File: src/rtl/icx_readout.sv
// icx_readout: receive side of the ICX CCD timing generator.
// Aligns timing (hblank/cob/frame_start) to the ADC pipeline, measures the
// per-line optical-black level, crops the effective window, tags sof/eol and
// buffers pixels in a FWFT FIFO towards a valid/ready consumer.
// Optional: ICX_READOUT_BLACK_SUB_EN subtracts black_level (saturating at 0)
// from each pushed pixel.
module icx_readout #(
  parameter int DATA_W      = 14,
  parameter int ADC_LATENCY = 3,
  parameter int SKIP_PIXELS = 0,
  parameter int LINE_PIXELS = 1392,
  parameter int SKIP_LINES  = 8,
  parameter int FRAME_LINES = 1032,
  parameter int FIFO_DEPTH  = 16
) (
  input  logic              clk,
  input  logic              reset,
  input  logic              frame_start,
  input  logic              hblank,
  input  logic              cob,
  input  logic              adc_strobe,
  input  logic [DATA_W-1:0] adc_data,
  output logic [15:0]       pix_data,
  output logic              pix_valid,
  input  logic              pix_ready,
  output logic              pix_sof,
  output logic              pix_eol,
  output logic [DATA_W-1:0] black_level,
  output logic              overflow,
  output logic              busy
);

  localparam int unsigned LAT   = ADC_LATENCY;
  localparam int          PMAX  = (LINE_PIXELS > SKIP_PIXELS) ? LINE_PIXELS : SKIP_PIXELS;
  localparam int          PC_W  = $clog2(PMAX + 1);
  localparam int          LC_W  = $clog2(SKIP_LINES + FRAME_LINES + 1);
  localparam int          AW    = $clog2(FIFO_DEPTH);
  localparam int          ACC_W = DATA_W + 4;

  typedef enum logic [1:0] {IDLE, WAIT_LINE, SKIP, ACTIVE} state_t;

  state_t            state, state_n, st;
  logic [LAT-1:0][2:0] tsr;
  logic              hb_d, cob_d, fs_d, hb_q, cob_q;
  logic              hb_fall, hb_rise, cob_fall, cob_rise;
  logic [PC_W-1:0]   pix_cnt, pix_n;
  logic [LC_W-1:0]   line_cnt, line_n;
  logic              sof_pend, sof_n;
  logic              push_req, push_sof, push_eol, push, pop, full, drop;
  logic [ACC_W-1:0]  acc;
  logic [4:0]        bcnt;
  logic [DATA_W-1:0] pix_val;
  logic [17:0]       mem [FIFO_DEPTH];
  logic [17:0]       head;
  logic [AW:0]       wr_ptr, rd_ptr;

  assign {fs_d, cob_d, hb_d} = tsr[LAT-1];
  assign hb_fall  = hb_q & ~hb_d;
  assign hb_rise  = ~hb_q & hb_d;
  assign cob_fall = cob_q & ~cob_d;
  assign cob_rise = ~cob_q & cob_d;
  assign busy     = (state != IDLE);

  // Delay timing inputs to line up with the ADC samples; keep previous values for edges
  always_ff @(posedge clk or posedge reset) begin
    if (reset) begin
      tsr   <= '0;
      hb_q  <= 1'b0;
      cob_q <= 1'b0;
    end else begin
      tsr[0] <= {frame_start, cob, hblank};
      for (int unsigned i = 1; i < LAT; i++) tsr[i] <= tsr[i-1];
      hb_q  <= hb_d;
      cob_q <= cob_d;
    end
  end

  // Next state / counters; the falling-edge sample is already the first pixel,
  // so the entry state is resolved into st before the sample is handled
  always_comb begin
    state_n  = state;
    st       = state;
    pix_n    = pix_cnt;
    line_n   = line_cnt;
    sof_n    = sof_pend;
    push_req = 1'b0;
    push_sof = 1'b0;
    push_eol = 1'b0;
    if (fs_d) begin
      state_n = WAIT_LINE;
      line_n  = '0;
      pix_n   = '0;
      sof_n   = 1'b1;
    end else begin
      if (state == WAIT_LINE && hb_fall) begin
        st      = (SKIP_PIXELS == 0) ? ACTIVE : SKIP;
        state_n = st;
        pix_n   = '0;
      end
      case (st)
        SKIP: if (adc_strobe) begin
          if (pix_n == PC_W'(SKIP_PIXELS - 1)) begin
            state_n = ACTIVE;
            pix_n   = '0;
          end else begin
            pix_n = pix_n + 1'b1;
          end
        end
        ACTIVE: begin
          if (hb_rise) begin
            line_n  = line_cnt + 1'b1;
            pix_n   = '0;
            state_n = WAIT_LINE;
          end else if (adc_strobe) begin
            push_req = (line_cnt >= LC_W'(SKIP_LINES));
            push_sof = sof_pend;
            if (push_req) sof_n = 1'b0;
            if (pix_n == PC_W'(LINE_PIXELS - 1)) begin
              push_eol = 1'b1;
              pix_n    = '0;
              line_n   = line_cnt + 1'b1;
              state_n  = (line_n == LC_W'(SKIP_LINES + FRAME_LINES)) ? IDLE : WAIT_LINE;
            end else begin
              pix_n = pix_n + 1'b1;
            end
          end
        end
        default: ;
      endcase
    end
  end

  // Control registers and sticky overflow
  always_ff @(posedge clk or posedge reset) begin
    if (reset) begin
      state    <= IDLE;
      pix_cnt  <= '0;
      line_cnt <= '0;
      sof_pend <= 1'b0;
      overflow <= 1'b0;
    end else begin
      state    <= state_n;
      pix_cnt  <= pix_n;
      line_cnt <= line_n;
      sof_pend <= sof_n;
      if (fs_d) overflow <= 1'b0;
      else if (drop) overflow <= 1'b1;
    end
  end

  // Optical-black accumulation over the first 16 samples of each cob window
  always_ff @(posedge clk or posedge reset) begin
    if (reset) begin
      acc         <= '0;
      bcnt        <= '0;
      black_level <= '0;
    end else begin
      if (cob_rise) begin
        acc  <= adc_strobe ? ACC_W'(adc_data) : '0;
        bcnt <= adc_strobe ? 5'd1 : 5'd0;
      end else if (cob_d && adc_strobe && bcnt != 5'd16) begin
        acc  <= acc + ACC_W'(adc_data);
        bcnt <= bcnt + 5'd1;
      end
      if (cob_fall && bcnt == 5'd16) black_level <= acc[ACC_W-1:4];
    end
  end

  // Pixel value presented to the FIFO
  always_comb begin
`ifdef ICX_READOUT_BLACK_SUB_EN
    pix_val = (adc_data > black_level) ? (adc_data - black_level) : '0;
`else
    pix_val = adc_data;
`endif
  end

  assign full      = (wr_ptr[AW] != rd_ptr[AW]) && (wr_ptr[AW-1:0] == rd_ptr[AW-1:0]);
  assign pix_valid = (wr_ptr != rd_ptr);
  assign pop       = pix_valid & pix_ready;
  assign push      = push_req & (~full | pop);
  assign drop      = push_req & full & ~pop;
  assign head      = mem[rd_ptr[AW-1:0]];
  assign pix_data  = head[15:0];
  assign pix_sof   = pix_valid & head[17];
  assign pix_eol   = pix_valid & head[16];

  // FIFO storage
  always_ff @(posedge clk) begin
    if (push) mem[wr_ptr[AW-1:0]] <= {push_sof, push_eol, 16'(pix_val)};
  end

  // FIFO pointers
  always_ff @(posedge clk or posedge reset) begin
    if (reset) begin
      wr_ptr <= '0;
      rd_ptr <= '0;
    end else begin
      if (push) wr_ptr <= wr_ptr + 1'b1;
      if (pop)  rd_ptr <= rd_ptr + 1'b1;
    end
  end

endmodule

File: config.mk
export PLATFORM = sky130hd
export DESIGN_NAME = icx_readout
export DESIGN_NICKNAME = d
export VERILOG_FILES = /design/src/rtl/icx_readout.sv
export SDC_FILE = /design/constraint.sdc
export NUM_CORES = 1
export LEC_CHECK = 0
export ABC_AREA = 1
export BUFFER_PORTS_ARGS = -buffer_cell sky130_fd_sc_hd__buf_2
export CORE_MARGIN = 2
export CORE_UTILIZATION = 50
export CTS_BUF_LIST = sky130_fd_sc_hd__clkbuf_2 sky130_fd_sc_hd__clkbuf_4 sky130_fd_sc_hd__clkbuf_8
export DETAILED_ROUTE_END_ITERATION = 7
export PLACE_DENSITY = 0.72
export SYNTH_ARGS = -nofsm -noshare
export SYNTH_HDL_FRONTEND = slang
export SYNTH_SLANG_ARGS = --single-unit
File: constraint.sdc
create_clock -name clk -period 7.1 [get_ports clk]
set_input_delay 0.355 -clock clk [delete_from_list [all_inputs] [get_ports clk]]
set_output_delay 0.355 -clock clk [all_outputs]
set_load 0.01 [all_outputs]
# After elaboration in Yosys (flattened, before gate mapping)
# Memory sizes are Yosys's and may differ from the RTL's.
# Cells that the tools add are included.
# classes
n_addsub	6
magnitude_cmp	1
eq_ne	12
muxes	52
bitwise	17
n_reduce_logical	15
# ops
operator	n
two-way mux 11 bit	13
two-way mux 18 bit	2
equality test 11 bit, second input constant	3
two-way mux 1 bit	24
adder 11 x 1 -> 11 bit, second input constant	2
case mux 11 bit (2 select lines)	1
adder 18 x 14 -> 18 bit	1
two-way mux 2 bit	8
adder 5 x 1 -> 5 bit, second input constant	3
two-way mux 14 bit	1
nonzero test 2 bit	6
greater-or-equal comparator 11 x 4 -> 1 bit, second input constant	1
AND 1 bit	10
two-way mux 5 bit	2
NOT 1 bit	6
nonzero test 3 bit	2
equality test 5 bit, second input constant	1
logical AND 1 bit	5
!= test 5 bit	1
!= test 5 bit, second input constant	1
equality test 2 bit, second input constant	2
equality test 4 bit	1
case mux 2 bit (2 select lines)	1
AND reduction 4 bit	1
5 further kinds	5
# totals
register_bits	84
mem_bits_rw	256
inputBits	21
output_inout_bits	35
word_cells	119
memories	1
# mem_list
memory	depth	width	rd	rd_ports_with_merged_regs	wr	line_no	source
mem	16	16	1	0	1	53	logic [17:0] mem [FIFO_DEPTH];

# Depth between registers and ports, before layout
# depth
ltp_word	12
ltp_mapped	17
ltp_nobuf	15

# Worst setup path after synthesis
# Ideal clock, no wire load.
# synth_path
path_type	flip-flop to flip-flop
from	register tsr, in the netlist hb_d
to	memory mem[0][0] (netlist name) (enable)
setup_ps	388
t_arrival_ps	2095
required_ps	6712
slack_ps	4616
stages_incl_launch_ff	12
n_path_buf	1
synth_period_minus_slack_ps	2484
path_cell_list	dfrtp_1 > inv_1 > or2_2 > buf_2 > inv_1 > nor2_4 > nand3_2 > a21oi_4 > nand2_4 > inv_4 > nand2_2 > nor2_1
# synth_via
elab_chain_len	11
elab_cells_between_ends	13
classes_between	1 x eq/ne; 7 x mux; 4 x bitwise; 1 x reduce/logical
# synth_rtl
item	line_no	source
start: declaration	43	logic [LAT-1:0][2:0] tsr;
NOT 1 bit	58	assign hb_fall = hb_q & ~hb_d;
AND 1 bit	58	
logical AND 1 bit	95	if (state == WAIT_LINE && hb_fall) begin
two-way mux 2 bit	95	
two-way mux 2 bit	89	if (fs_d) begin
equality test 2 bit	100	case (st)
two-way mux 1 bit *	100	
two-way mux 1 bit *	89	
AND 1 bit *	181	assign push = push_req & (~full | pop);
two-way mux 1 bit *	190	if (push) mem[wr_ptr[AW-1:0]] <= {push_sof, push_eol, 16'(pix_val)};
two-way mux 1 bit (implied by the code) *	190	
end: declaration	53	
# Every way passes the cells marked *; elsewhere a longest branch is shown, timed or not. The select of a mux whose other input is x is not followed.

# Worst setup path after layout
# layout_path
from	register rd_ptr[0]
to	output port pix_data[5]
# layout_via
elab_chain_len	1
# layout_rtl
item	line_no	source
start: declaration	55	logic [AW:0] wr_ptr, rd_ptr;
start signal: assignment	200	if (pop) rd_ptr <= rd_ptr + 1'b1;
memory read (16 x 16 bit)	--	
end: declaration	23	output logic [15:0] pix_data,
# No other way between the ends.

==> run_results.csv <==
group,metric,value,unit
worst_setup_path,r2r_slack,3510,ps
placed_design,portBuffers,53,
power,p_int,3.726,mW
routing,via_per_inst,5.710,
power,ir_drop,0.2479,mV
floorplan,die_h,178.3,um
timing,slew_headroom,26.15,%
logic_synthesis,yosysWarnings,0,
logic_synthesis,async_flop_share,24.71,%
timing,worst_pin_slew,1107,ps
worst_setup_path,worst-path-stages,7,
cells_and_area,diodes,0,
timing,hold_viol_final,0,
routing,initialDrtViolationCount,1009,
cts,cts_resized,0,
placed_design,place.gp.congestion,0.9001,
cells_and_area,drive_above_1_share,13.91,%
power,pwr-share-clk,29.5,%
power,pwr-share-seq,40.8,%
timing,clock.fmax,251.5,MHz
global_routing,grtUsageTotal,23.24,%
power,leakage,6.578,nW
power,comb_power_share,29.7,%
routing,first_pass_iters,5,
routing,wl_met1,15.53,mm
routing,routed.top_layer,"met4",
placed_design,dp_hpwl,22.60,mm
logic_synthesis,avgSynthCellArea,11.07,um^2
cts,cts_tree,"built",
logic_synthesis,syn-cell-area,15180,um^2
global_routing,grt_max_degree,98,
cts,clock_latency,610,ps
worst_setup_path,r2r_start,"rd_ptr[0]",
run_status,outcome,"complete, no violations",
cts,postCtsSetupRepairBufs,0,
power,p_switching,2.057,mW
cts,cts_hold_buffers,4,
cells_and_area,fin_util,56.82,%
worst_hold_path,holdPathEnd,"rd_ptr[0]",
cells_and_area,area_growth,11.51,%
worst_setup_path,crit_family,"buffers and inverters",
floorplan,dieArea,31780,um^2
worst_setup_path,endpoint_kind,"primary output",
timing,tns,0,ps
timing,min_period_over_period,56.00,%
cts,htree_levels,2,
logic_synthesis,ys.flop_type,"edfxtp_1",
worst_setup_path,crit_fanout,57,
worst_hold_path,holdCritPathClass,"in -> reg",
routing,route.detailed.drc,0,
timing,post-route-min-period,3976,ps
worst_setup_path,crit_type,"reg -> out",
floorplan,fp-row-count,63,
floorplan,fp.coreArea,29800,um^2
cts,clockRootBuffer,"clkbuf_8",
logic_synthesis,synth-seq-cells,340,
worst_setup_path,worst_r2r_path_depth,10,
logic_synthesis,synth_top_area_share,50.63,%
timing,setup_viol,0,
timing,maxSlewViolCount,0,
flow_run,cap_violations,0,
worst_setup_path,cp_num_buf_inv,3,
cells_and_area,num-fill-cells,2552,
worst_setup_path,required,6740,ps
cts,cts_made_buffers,54,
cts,clockBufferDepth,3,
routing,antenna_left,0,
logic_synthesis,yosysTopAreaCell,"edfxtp_1",
logic_synthesis,yosysMostFrequentCell,"edfxtp_1",
logic_synthesis,synthTopCellsByArea,"edfxtp_1, dfrtp_1, nor2_1",
power,cellPowerDensity,341.5,nW/um^2
logic_synthesis,synth-edff-count,256,
logic_synthesis,synth_common_cells,"edfxtp_1, nor2_1, nand2_1",
logic_synthesis,yosysUniqueCellTypes,45,
logic_synthesis,ys_seq_area_share,64.47,%
power,swShare,35.56,%
timing,rsz0062_at_grt,"false",
floorplan,ioPinCount,56,
floorplan,start_util,50.96,%
routing,wl_met3,2.635,mm
worst_setup_path,arrival,3620,ps
floorplan,die_w,178.3,um
global_routing,antenna_found_initial,0,
worst_setup_path,worstPathCellList,"clkinv_2 -> buf_4 -> nor2_1 -> o32ai_1 -> o211ai_1 -> nand3_1 -> buf_2",
global_routing,grt_pass1_vias,10150,
worst_hold_path,min_path_cells,3,
worst_setup_path,critPathSlowestCell,"dfrtp_4",
routing,drt_wl_total,36.24,mm
cts,clk_pin_slew_worst_paths,50,ps
logic_synthesis,syn_inst,1372,
worst_hold_path,hp-start,"pix_ready",
global_routing,overflow,0,
timing,fin_skew,59.73,ps
cells_and_area,nNetsFinal,1476,
routing,wl_per_cell,19.44,um
worst_setup_path,cpPeakStageDelay,680,ps
global_routing,grt_first_pass_wirelength,56.13,mm
worst_setup_path,worstSetupStartpointType,"flip-flop",
worst_setup_path,reg2reg_to,"mem[4][1]",
cts,clkSinkCount,340,
routing,vias,10640,
routing,dr_wl_met2,16.67,mm
## worst reg2reg max path: stages (launching register included)
cell      delay [ps]
dfrtp_4          740
clkinv_2         720
nand2_1          250
a21oi_1          140
nand3_2          120
nand2_2           90
nand2_1          110
nand2_4           80
inv_4            120
nand2_2          110
nor2_2           710
## cells by family after synthesis
group / synth area share [%]
other: 0.02470
buffers and inverters: 4.236
multiplexers: 1.887
flip-flops: 64.47
XOR/XNOR: 1.269
AO/OA/AOI/OAI: 10.90
AND/OR/NAND/NOR: 15.01
adder cells (fa/ha/maj): 2.192
## cells in the final DEF (no fill, tap or decap), types with 3 or more instances in the layout
master	count
a21oi_1	48
a22oi_1	11
a31oi_1	4
buf_2	53
buf_4	11
clkbuf_4	16
clkbuf_8	61
clkinv_1	14
clkinv_2	8
dfrtp_1	82
dlygate4sd3_1	4
edfxtp_1	256
ha_1	25
inv_1	83
inv_2	4
mux2_2	5
mux2i_1	23
nand2_1	180
nand2_2	7
nand3_1	90
nand3_2	5
nand4_1	13
nor2_1	203
nor2_2	14
nor2_4	3
nor3_1	5
nor3_2	3
nor4_1	3
o211ai_1	11
o21ai_0	109
o21ai_1	12
o221ai_1	23
o32ai_1	41
or2_2	3
xor2_1	20
## state kept, by name, summed over array words and instances, names as in the netlist, 2 cells and up
signal       cells
tsr              6
bcnt             5
acc             18
pix_cnt         11
wr_ptr           5
mem            256
rd_ptr           5
line_cnt        11
state            2
black_level     14
## worst max-delay path by stage
stage          startpoint           to  slack [ps]
6_report        rd_ptr[0]  pix_data[5]        3120
5_1_grt         rd_ptr[0]  pix_data[5]        2850
4_1_cts         rd_ptr[0]  pix_data[5]        3130
3_5_place_dp    rd_ptr[0]    mem[9][4]        3500
3_3_place_gp    rd_ptr[0]  mem[12][10]        3570
2_1_floorplan       reset       acc[0]        4580
## stage by stage
stage	std cells	setup slack, ps	hold WS (ps)	power (mW)	instance area (um^2)
finish	1864	3124	136.6	5.783	16930
global route	1864	2853	137.8	6.098	16930
CTS	1864	3125	119.4	5.804	16930
detailed placement	1759	3502	320.4	4.093	15760
global placement	1759	3568	310.8	4.064	15760
floorplan	1373	4580	331.2	3.535	15190
## final cells by class
class                      count  area [um^2]  share of cell area [%]
inverter                      91        346.6                   2.047
clock buffer                  77        959.7                   5.668
sequential                   340         9797                   57.86
multi-input combinational    874         4780                   28.23
clock inverter                24        172.7                   1.020
timing repair buffer          68        387.9                   2.291
tap                          390        488.0                   2.882
## power by group through the flow
stage | Clock (mW) | Combinational, mW | Sequential [mW]
global route | 1.82 | 1.91 | 2.37
floorplan | 0 | 1.24 | 2.30
global placement | 0 | 1.67 | 2.39
CTS | 1.74 | 1.71 | 2.35
detailed placement | 0 | 1.70 | 2.39
finish | 1.71 | 1.72 | 2.36
## layer usage
layer,track usage [%],vias to the layer above
li1,-,5007
met1,32.53,5140
met2,36.16,414
met3,3.943,82
met4,9.892,0
met5,0,-
Power figures use the tool's default switching activity.
